===== config.mk =====
export PLATFORM = sky130hd
export DESIGN_NAME = icache_axi_refill_buffer
export DESIGN_NICKNAME = d
export VERILOG_FILES = /design/src/rtl/icache_axi_refill_buffer_pkg.sv /design/src/rtl/icache_axi_refill_buffer_fifo_v3.sv /design/src/rtl/icache_axi_refill_buffer.sv
export SDC_FILE = /design/constraint.sdc
export NUM_CORES = 1
export LEC_CHECK = 0
export ABC_AREA = 1
export CAP_MARGIN = 20
export CORE_MARGIN = 1.5
export CORE_UTILIZATION = 44
export DETAILED_ROUTE_END_ITERATION = 16
export PLACE_DENSITY = 0.64
export SYNTH_ARGS = -nofsm -noshare
export SYNTH_HDL_FRONTEND = slang
export SYNTH_SLANG_ARGS = --single-unit

===== constraint.sdc =====
create_clock -name clk_i -period 10.21 [get_ports clk_i]
set_clock_uncertainty 0.15 [all_clocks]
set_input_delay 2.042 -clock clk_i [delete_from_list [all_inputs] [get_ports clk_i]]
set_output_delay 2.042 -clock clk_i [all_outputs]
set_load 0.02 [all_outputs]

===== src/rtl/icache_axi_refill_buffer_pkg.sv =====
// Shared constants and the refill queue entry type for the instruction-cache AXI refill path.
package ariane_pkg;
  localparam int unsigned ICACHE_LINE_WIDTH = 128;
endpackage

package wt_cache_pkg;
  localparam int unsigned ICACHE_REFILL_ID_WIDTH = 4;

  typedef struct packed {
    logic [ariane_pkg::ICACHE_LINE_WIDTH-1:0] data;
    logic [ICACHE_REFILL_ID_WIDTH-1:0]        id;
    logic                                     nc;
    logic                                     err;
  } icache_refill_line_t;
endpackage


===== src/rtl/icache_axi_refill_buffer_fifo_v3.sv =====
// Small synchronous FIFO with the common_cells fifo_v3 interface (flush, full/empty, optional fall-through).
module fifo_v3 #(
  parameter bit          FALL_THROUGH = 1'b0,
  parameter int unsigned DEPTH        = 8,
  parameter type         dtype        = logic
) (
  input  logic clk_i,
  input  logic rst_ni,
  input  logic flush_i,
  output logic full_o,
  output logic empty_o,
  input  dtype data_i,
  input  logic push_i,
  output dtype data_o,
  input  logic pop_i
);
  localparam int unsigned AddrW = (DEPTH > 1) ? $clog2(DEPTH) : 1;

  logic [AddrW-1:0] wr_ptr_q, rd_ptr_q;
  logic [AddrW:0]   cnt_q;
  dtype             mem_q [DEPTH];
  logic             do_push, do_pop, bypass;

  function automatic logic [AddrW-1:0] ptr_inc(input logic [AddrW-1:0] p);
    return (p == AddrW'(DEPTH - 1)) ? '0 : p + 1'b1;
  endfunction

  assign full_o  = (cnt_q == (AddrW+1)'(DEPTH));
  assign empty_o = (cnt_q == '0) & ~(FALL_THROUGH & push_i);
  assign data_o  = (FALL_THROUGH && cnt_q == '0) ? data_i : mem_q[rd_ptr_q];
  assign do_push = push_i & ~full_o;
  assign do_pop  = pop_i & ~empty_o;
  // A fall-through word popped while the FIFO is empty never touches storage.
  assign bypass  = FALL_THROUGH && (cnt_q == '0) && do_push && do_pop;

  always_ff @(posedge clk_i or negedge rst_ni) begin
    if (!rst_ni) begin
      wr_ptr_q <= '0;
      rd_ptr_q <= '0;
      cnt_q    <= '0;
    end else if (flush_i) begin
      wr_ptr_q <= '0;
      rd_ptr_q <= '0;
      cnt_q    <= '0;
    end else if (!bypass) begin
      if (do_push) wr_ptr_q <= ptr_inc(wr_ptr_q);
      if (do_pop)  rd_ptr_q <= ptr_inc(rd_ptr_q);
      if (do_push && !do_pop)      cnt_q <= cnt_q + 1'b1;
      else if (!do_push && do_pop) cnt_q <= cnt_q - 1'b1;
    end
  end

  // NOTE: storage is deliberately not reset; the occupancy count alone decides what is valid.
  always_ff @(posedge clk_i) begin
    if (do_push && !bypass && !flush_i) mem_q[wr_ptr_q] <= data_i;
  end
endmodule


===== src/rtl/icache_axi_refill_buffer.sv =====
// Assembles 64-bit AXI R beats into cache lines and queues completed lines in order.
module icache_axi_refill_buffer
  import wt_cache_pkg::*;
#(
  parameter int unsigned LineWidth = ariane_pkg::ICACHE_LINE_WIDTH,
  parameter int unsigned IdWidth   = ICACHE_REFILL_ID_WIDTH,
  parameter int unsigned Depth     = 2
) (
  input  logic                 clk_i,
  input  logic                 rst_ni,
  input  logic                 clr_i,
  input  logic                 beat_valid_i,
  output logic                 beat_rdy_o,
  input  logic [63:0]          beat_data_i,
  input  logic                 beat_last_i,
  input  logic [IdWidth-1:0]   beat_id_i,
  input  logic                 beat_err_i,
  output logic                 line_valid_o,
  input  logic                 line_ready_i,
  output logic [LineWidth-1:0] line_data_o,
  output logic [IdWidth-1:0]   line_id_o,
  output logic                 line_nc_o,
  output logic                 line_err_o,
  output logic                 busy_o
);
  localparam int unsigned W    = LineWidth / 64;
  localparam int unsigned CntW = $clog2(W + 1);

  logic [W-1:0][63:0]  words_q, words_d, line_words;
  logic [CntW-1:0]     cnt_q, cnt_d;
  logic [IdWidth-1:0]  id_q, id_d;
  logic                err_q, err_d;
  logic                accept, first, beat_bad, q_full, q_empty, push, pop;
  icache_refill_line_t push_line, head_line;

  assign beat_rdy_o = ~q_full;
  assign accept     = beat_valid_i & beat_rdy_o;
  assign first      = (cnt_q == '0);
  assign push       = accept & beat_last_i & ~clr_i;
  assign pop        = line_valid_o & line_ready_i & ~clr_i;

  always_comb begin
    words_d    = words_q;
    cnt_d      = cnt_q;
    id_d       = id_q;
    err_d      = err_q;
    line_words = words_q;
    for (int k = 0; k < W; k++) begin
      if (cnt_q == CntW'(k)) line_words[k] = beat_data_i;
    end
    // Overflow beats, mismatched IDs and bus errors all poison the line.
    beat_bad = err_q | beat_err_i | (cnt_q == CntW'(W)) | (!first && beat_id_i != id_q);

    push_line      = '0;
    push_line.data = line_words;
    push_line.id   = first ? beat_id_i : id_q;
    push_line.nc   = first;
    push_line.err  = beat_bad | (!first && cnt_q < CntW'(W - 1));

    if (accept) begin
      if (beat_last_i) begin
        words_d = '0;
        cnt_d   = '0;
        err_d   = 1'b0;
      end else begin
        words_d = line_words;
        cnt_d   = (cnt_q == CntW'(W)) ? cnt_q : cnt_q + 1'b1;
        id_d    = push_line.id;
        err_d   = beat_bad;
      end
    end
    if (clr_i) begin
      words_d = '0;
      cnt_d   = '0;
      err_d   = 1'b0;
    end
  end

  // NOTE: sequential state updates use non-blocking assignments only; next-state is built above.
  always_ff @(posedge clk_i or negedge rst_ni) begin
    if (!rst_ni) begin
      words_q <= '0;
      cnt_q   <= '0;
      id_q    <= '0;
      err_q   <= 1'b0;
    end else begin
      words_q <= words_d;
      cnt_q   <= cnt_d;
      id_q    <= id_d;
      err_q   <= err_d;
    end
  end

  fifo_v3 #(
    .FALL_THROUGH (1'b0),
    .DEPTH        (Depth),
    .dtype        (icache_refill_line_t)
  ) i_line_fifo (
    .clk_i   (clk_i),
    .rst_ni  (rst_ni),
    .flush_i (clr_i),
    .full_o  (q_full),
    .empty_o (q_empty),
    .data_i  (push_line),
    .push_i  (push),
    .data_o  (head_line),
    .pop_i   (pop)
  );

  assign line_valid_o = ~q_empty;
  assign line_data_o  = head_line.data;
  assign line_id_o    = head_line.id;
  assign line_nc_o    = head_line.nc;
  assign line_err_o   = head_line.err;
  assign busy_o       = (cnt_q != '0) | ~q_empty;
endmodule


## Word level (Yosys, flattened, before mapping)

Memory sizes are Yosys's and may differ from the RTL's.
Index checks and enable logic that the tools add are counted.

| word-level totals | value |
|---|---|
| memories kept | 1 |
| input bits | 75 |
| register bits after elaboration | 139 |
| output and inout port bits | 137 |
| bits in writable memories | 268 |
| logic and storage cells | 78 |

Memories:

| name | words | width | rd ports | clocked after memory_dff | write ports | line | RTL |
|---|---|---|---|---|---|---|---|
| i_line_fifo.mem_q | 2 | 134 | 1 | 0 | 1 | icache_axi_refill_buffer_fifo_v3.sv:21 | `dtype mem_q [DEPTH];` |

| operators by class | value |
|---|---|
| bitwise operators | 16 |
| multiplexer cells | 24 |
| reductions and logical operators | 18 |
| equality and inequality tests | 5 |
| magnitude comparators | 1 |
| $add $sub $neg | 5 |

Operators with widths:

| kind | count |
|---|---|
| $mux 128 | 3 |
| $mux 64 | 2 |
| $mux 2 | 7 |
| $mux 1 | 11 |
| $reduce_bool 2->1 | 4 |
| $and 1x1->1 | 7 |
| $logic_and 1x1->1 | 5 |
| $or 1x1->1 | 5 |
| $add 2x1->2 const B | 2 |
| $eq 2x2->1 const B | 2 |
| $logic_not 1->1 | 4 |
| $logic_not 2->1 | 2 |
| $mux 4 | 1 |
| $ne 4x4->1 | 1 |
| $not 1->1 | 4 |
| $reduce_and 2->1 | 2 |
| $ne 3x3->1 const B | 1 |
| $reduce_bool 3->1 | 1 |
| $add 1x1->1 const B | 2 |
| $eq 2x1->1 const B | 1 |
| $lt 2x1->1 const B | 1 |
| $sub 2x1->2 const B | 1 |

## Longest topological paths before layout

| logic depth | value |
|---|---|
| depth after elaboration | 11 |
| depth in mapped cells | 10 |
| gate-level depth less buffers | 9 |

## Hierarchy

From an unflattened synthesis, not the netlist that was laid out.

| unflattened totals | value |
|---|---|
| cell total of the unflattened synthesis | 1642 |
| area total of the unflattened synthesis | 16794.9 µm² |

Modules (own cells, without submodules):

| module | cells an instance | sequential area each (µm²) | area each (µm²) | instances |
|---|---|---|---|---|
| fifo_v3 | 736 | 8147.8 | 9970.8 | 1 |
| icache_axi_refill_buffer | 906 | 3378.2 | 6824.0 | 1 |

## Worst setup path before layout

No wires, ideal clock.

| timing path | value |
|---|---|
| path type | input port to flip-flop |
| start point | input clr_i |
| end point | memory i_line_fifo.mem_q[0][0] in the netlist's numbering, enable pin |
| arrival time | 8.157 ns |
| buffers on the path | 1 |
| stages on the path | 4 |
| required time | 9.430 ns |
| library setup time | 0.630 ns |
| path slack | 1.273 ns |
| cells stage by stage | buf_2 > nor2_1 > nand3_1 > nor2_1 |

| on the way | value |
|---|---|
| longest elaborated chain between the ends | 6 |
| elaborated cells between the ends (all ways) | 7 |
| classes of those cells | 2 x mux; 3 x bitwise; 2 x reduce/logical |

Ends and longest elaborated chain:

| item | line | RTL |
|---|---|---|
| from (decl) | icache_axi_refill_buffer.sv:11 | `input logic clr_i,` |
| $not 1->1 | icache_axi_refill_buffer.sv:39 | `assign push = accept & beat_last_i & ~clr_i;` |
| $and 1x1->1 | icache_axi_refill_buffer.sv:39 |  |
| $and 1x1->1 | icache_axi_refill_buffer_fifo_v3.sv:31 | `assign do_push = push_i & ~full_o;` |
| $logic_and 1x1->1 * | icache_axi_refill_buffer_fifo_v3.sv:55 | `if (do_push && !bypass && !flush_i) mem_q[wr_ptr_q] <= data_i;` |
| $mux 1 * | icache_axi_refill_buffer_fifo_v3.sv:55 |  |
| $mux 1 (not written as such) * | icache_axi_refill_buffer_fifo_v3.sv:55 |  |
| to (decl) | icache_axi_refill_buffer_fifo_v3.sv:21 |  |

Every way passes the cells marked *; elsewhere a longest branch is shown, timed or not.

## Worst setup path after layout

| timing path | value |
|---|---|
| start point | register i_line_fifo.rd_ptr_q |
| end point | output line_data_o[100] |

| on the way | value |
|---|---|
| longest elaborated chain between the ends | 1 |

Ends and longest elaborated chain:

| item | line | RTL |
|---|---|---|
| from (decl) | icache_axi_refill_buffer_fifo_v3.sv:19 | `logic [AddrW-1:0] wr_ptr_q, rd_ptr_q;` |
| from (signal assigned) | icache_axi_refill_buffer_fifo_v3.sv:47 | `if (do_pop) rd_ptr_q <= ptr_inc(rd_ptr_q);` |
| $mem_v2 2x134 | n/a |  |
| to (decl) | icache_axi_refill_buffer.sv:20 | `output logic [LineWidth-1:0] line_data_o,` |

No other way between the ends.

==> results.py <==
metrics = {
    "outcome": {
        "outcome": "finished clean",
    },
    "clock_tree": {
        "post_cts_buffers": 0,
        "insertion_delay_ps": 530,
        "cts_buffers": 42,
        "clockRootBuffer": "clkbuf_16",
        "cts_buffer_depth": 3,
        "cts_sinks": 407,
        "clkSlewWorstSetupHoldPaths_ps": 60,
        "htreeDepth": 2,
        "cts_tree": "yes",
        "post_cts_resized": 0,
        "cts_hold_buf": 0,
    },
    "grt": {
        "antenna_found_initial": 4,
        "grt_pass1_wl_um": 58000,
        "overflow": 0,
        "grt_max_degree": 108,
        "grt_use_total": 0.192,
        "grt_pass1_vias": 10400,
    },
    "pwr": {
        "powerDensity_nw_per_um2": 213,
        "p_sw_mw": 1.18,
        "vdd_drop_max_uv": 143,
        "swShare": 0.270,
        "combPwrFrac": 0.228,
        "seq_power_share": 0.428,
        "p_clk_frac": 0.344,
        "p_int_mw": 3.20,
        "power_leakage_nw": 7.59,
    },
    "sta": {
        "fmax_mhz": 182,
        "post-route-min-period_ps": 5480,
        "finalCritPeriodShare": 0.537,
        "setup_viol": 0,
        "tns_ps": 0,
        "rsz0062_at_grt": "false",
        "hold_viol_final": 0,
        "worst_slew_pin_slew_ps": 1110,
        "fin_hold_ws_ps": 342,
        "setup_ws_ps": 4730,
        "slew_headroom": 0.259,
        "slew_viol_final": 0,
    },
    "floorplanning": {
        "coreArea_sq_um": 37500,
        "die_w_um": 197,
        "fp.dieArea_sq_um": 39000,
        "rows": 71,
        "fp.dieH_um": 197,
        "pin_count": 212,
        "initial_core_util": 0.444,
    },
    "logic_synthesis": {
        "synth_area_sq_um": 16600,
        "ys_types": 23,
        "syn_avg_cell_area_sq_um": 12.2,
        "synth_nets": 1437,
        "ys_seq_area_frac": 0.693,
        "syn-instance-count": 1359,
        "ys_ff_latch": 407,
        "yosysWarnings": 0,
    },
    "setup_path": {
        "crit_slowest_cell": "dfrtp_4",
        "critPathArrivalTime_ps": 3290,
        "crit_path_max_fanout": 55,
        "crit_chain": "buf_16 -> buf_4 -> mux2_2 -> clkdlybuf4s50_1",
        "critPathCaptureType": "output pin",
        "worstSetupPathType": "flip-flop to output pin",
        "slowest_delay_ps": 730,
        "crit_required_ps": 8020,
        "startpoint_type": "flip-flop",
        "path_buf_inv": 3,
        "critPathTopFamily": "buffers and inverters",
    },
    "hold_path": {
        "hold_class": "flip-flop to flip-flop",
    },
    "detailed_routing": {
        "vias": 10600,
        "antenna_left": 0,
        "wl_um": 37400,
        "drtIter0Drc": 669,
        "avgViaCountPerCell": 5.05,
        "drc": 0,
        "dr.pass1.iters": 5,
        "wl_per_cell_um": 17.8,
    },
    "placed_design": {
        "hpwl_um": 22400,
        "place.gp.congestion": 0.788,
        "portBuffers": 211,
        "pre_cts_ws_ps": 4880,
    },
    "layout": {
        "area_delta_synth_final_pct": 24.0,
        "fin_nets": 1627,
        "drive_above_1_share": 0.143,
    },
    "job": {
        "cap_violations": 0,
    },
}
==> per-layer routing <==
| layer | GRT usage | vias up | part of all wire |
|---|---|---|---|
| met5 | 0 | - | 0 |
| met4 | 0.0619 | 0 | 0.025 |
| met3 | 0.0347 | 68 | 0.057 |
| met2 | 0.306 | 312 | 0.47 |
| met1 | 0.268 | 5154 | 0.45 |
| li1 | - | 5055 | - |
==> cell usage after synthesis <==
| master | instances | area share |
|---|---|---|
| dfrtp_1 | 139 | 0.21 |
| buf_4 | 4 | 0.0018 |
| inv_2 | 2 | 0.00045 |
| nand2_1 | 253 | 0.057 |
| nor2_2 | 1 | 0.00038 |
| mux2_2 | 134 | 0.091 |
| o21ai_0 | 245 | 0.074 |
| clkbuf_1 | 32 | 0.0072 |
| nor3_1 | 1 | 0.00030 |
| nand3_1 | 50 | 0.015 |
| buf_6 | 2 | 0.0014 |
| buf_2 | 38 | 0.011 |
| nand2_2 | 1 | 0.00038 |
| edfxtp_1 | 268 | 0.48 |
| o21ai_1 | 23 | 0.0069 |
| inv_1 | 145 | 0.033 |
| a21oi_1 | 3 | 0.00090 |
| ha_1 | 3 | 0.0023 |
| nor2_1 | 11 | 0.0025 |
| o21bai_1 | 1 | 0.00045 |
| nor3_4 | 1 | 0.00098 |
| nand4_1 | 1 | 0.00038 |
| a21boi_2 | 1 | 0.00068 |
==> path summary, 6_finish.rpt <==
kind,from,to,slack (ps),depth (start not counted)
worst min-delay path,err_q,err_q,340,2
worst max register to register,i_line_fifo.cnt_q[1],i_line_fifo.mem_q[0][24],7260,4
min in group asynchronous,rst_ni,words_q[37],1390,1
max in group asynchronous,rst_ni,words_q[104],6990,2
worst min register to register,err_q,err_q,340,2
worst max-delay path,i_line_fifo.rd_ptr_q,line_data_o[100],4730,4
==> final cells by class <==
class | count | area (sq um)
multi-input combinational | 729 | 4250
clock buffer | 58 | 1230
inverter | 147 | 554
sequential | 407 | 11500
timing repair buffer | 222 | 2260
fill | 3181 | 16900
tap | 511 | 639
antenna | 4 | 10.0
clock inverter | 20 | 153
==> worst register-to-register path, cell delays in order (launching register included) <==
cell     delay (ps)
dfrtp_1         430
nand2_2         120
nand3_1         290
nor2_4          870
buf_12          500
==> cell families (layout without fill, tap and decap cells) <==
logic type	Yosys count	count (layout)	share of synthesized area
adder cells (fa/ha/maj)	3	3	0.00226
buffers and inverters	223	447	0.0550
AND/OR/NAND/NOR	319	319	0.0770
flip-flops	407	407	0.693
other	0	4	0
AO/OA/AOI/OAI	273	273	0.0826
multiplexers	134	134	0.0907
==> state kept, by name (all words and copies together) (netlist names) <==
signal and cells:
i_line_fifo.cnt_q 2, i_line_fifo.wr_ptr_q 1, i_line_fifo.mem_q 268, words_q 128, err_q 1, i_line_fifo.rd_ptr_q 1
cnt_q 2, id_q 4
==> power by group through the flow <==
stage / clock network (mW) / logic [mW] / registers, mW
4_1_cts: 1.54 / 1.01 / 1.88
5_1_grt: 1.60 / 1.07 / 1.89
6_report: 1.51 / 1.00 / 1.88
3_5_place_dp: 0 / 1.01 / 1.91
2_1_floorplan: 0 / 0.609 / 1.89
3_3_place_gp: 0 / 0.948 / 1.95
==> placed cells by master (no fill, tap or decap), types with 2 or more instances in the layout <==
cell type | netlist | final
edfxtp_1 | 268 | 268
nand2_1 | 253 | 253
o21ai_1 | 23 | 23
inv_1 | 145 | 145
clkbuf_8 | 0 | 6
mux2_2 | 134 | 134
clkinv_2 | 0 | 13
clkbuf_1 | 32 | 7
o21ai_0 | 245 | 245
ha_4 | 0 | 2
buf_4 | 4 | 7
clkbuf_16 | 0 | 45
a21oi_1 | 3 | 3
nor2_1 | 11 | 8
diode_2 | 0 | 4
clkinv_1 | 0 | 3
buf_12 | 0 | 2
bufinv_16 | 0 | 2
dfrtp_1 | 139 | 138
buf_16 | 0 | 2
nand3_1 | 50 | 50
clkdlybuf4s50_1 | 0 | 210
nor2_4 | 0 | 3
==> through the flow <==
stage	total power [mW]	util	cell area (sq um)	std cells
floorplan	2.50	-	16600	1359
global placement	2.90	0.512	19200	2014
detailed placement	2.92	0.512	19200	2015
CTS	4.44	0.549	20600	2093
global route	4.55	0.550	20600	2096
finish	4.39	0.550	20600	2098
(Power assumes the default switching activity.)
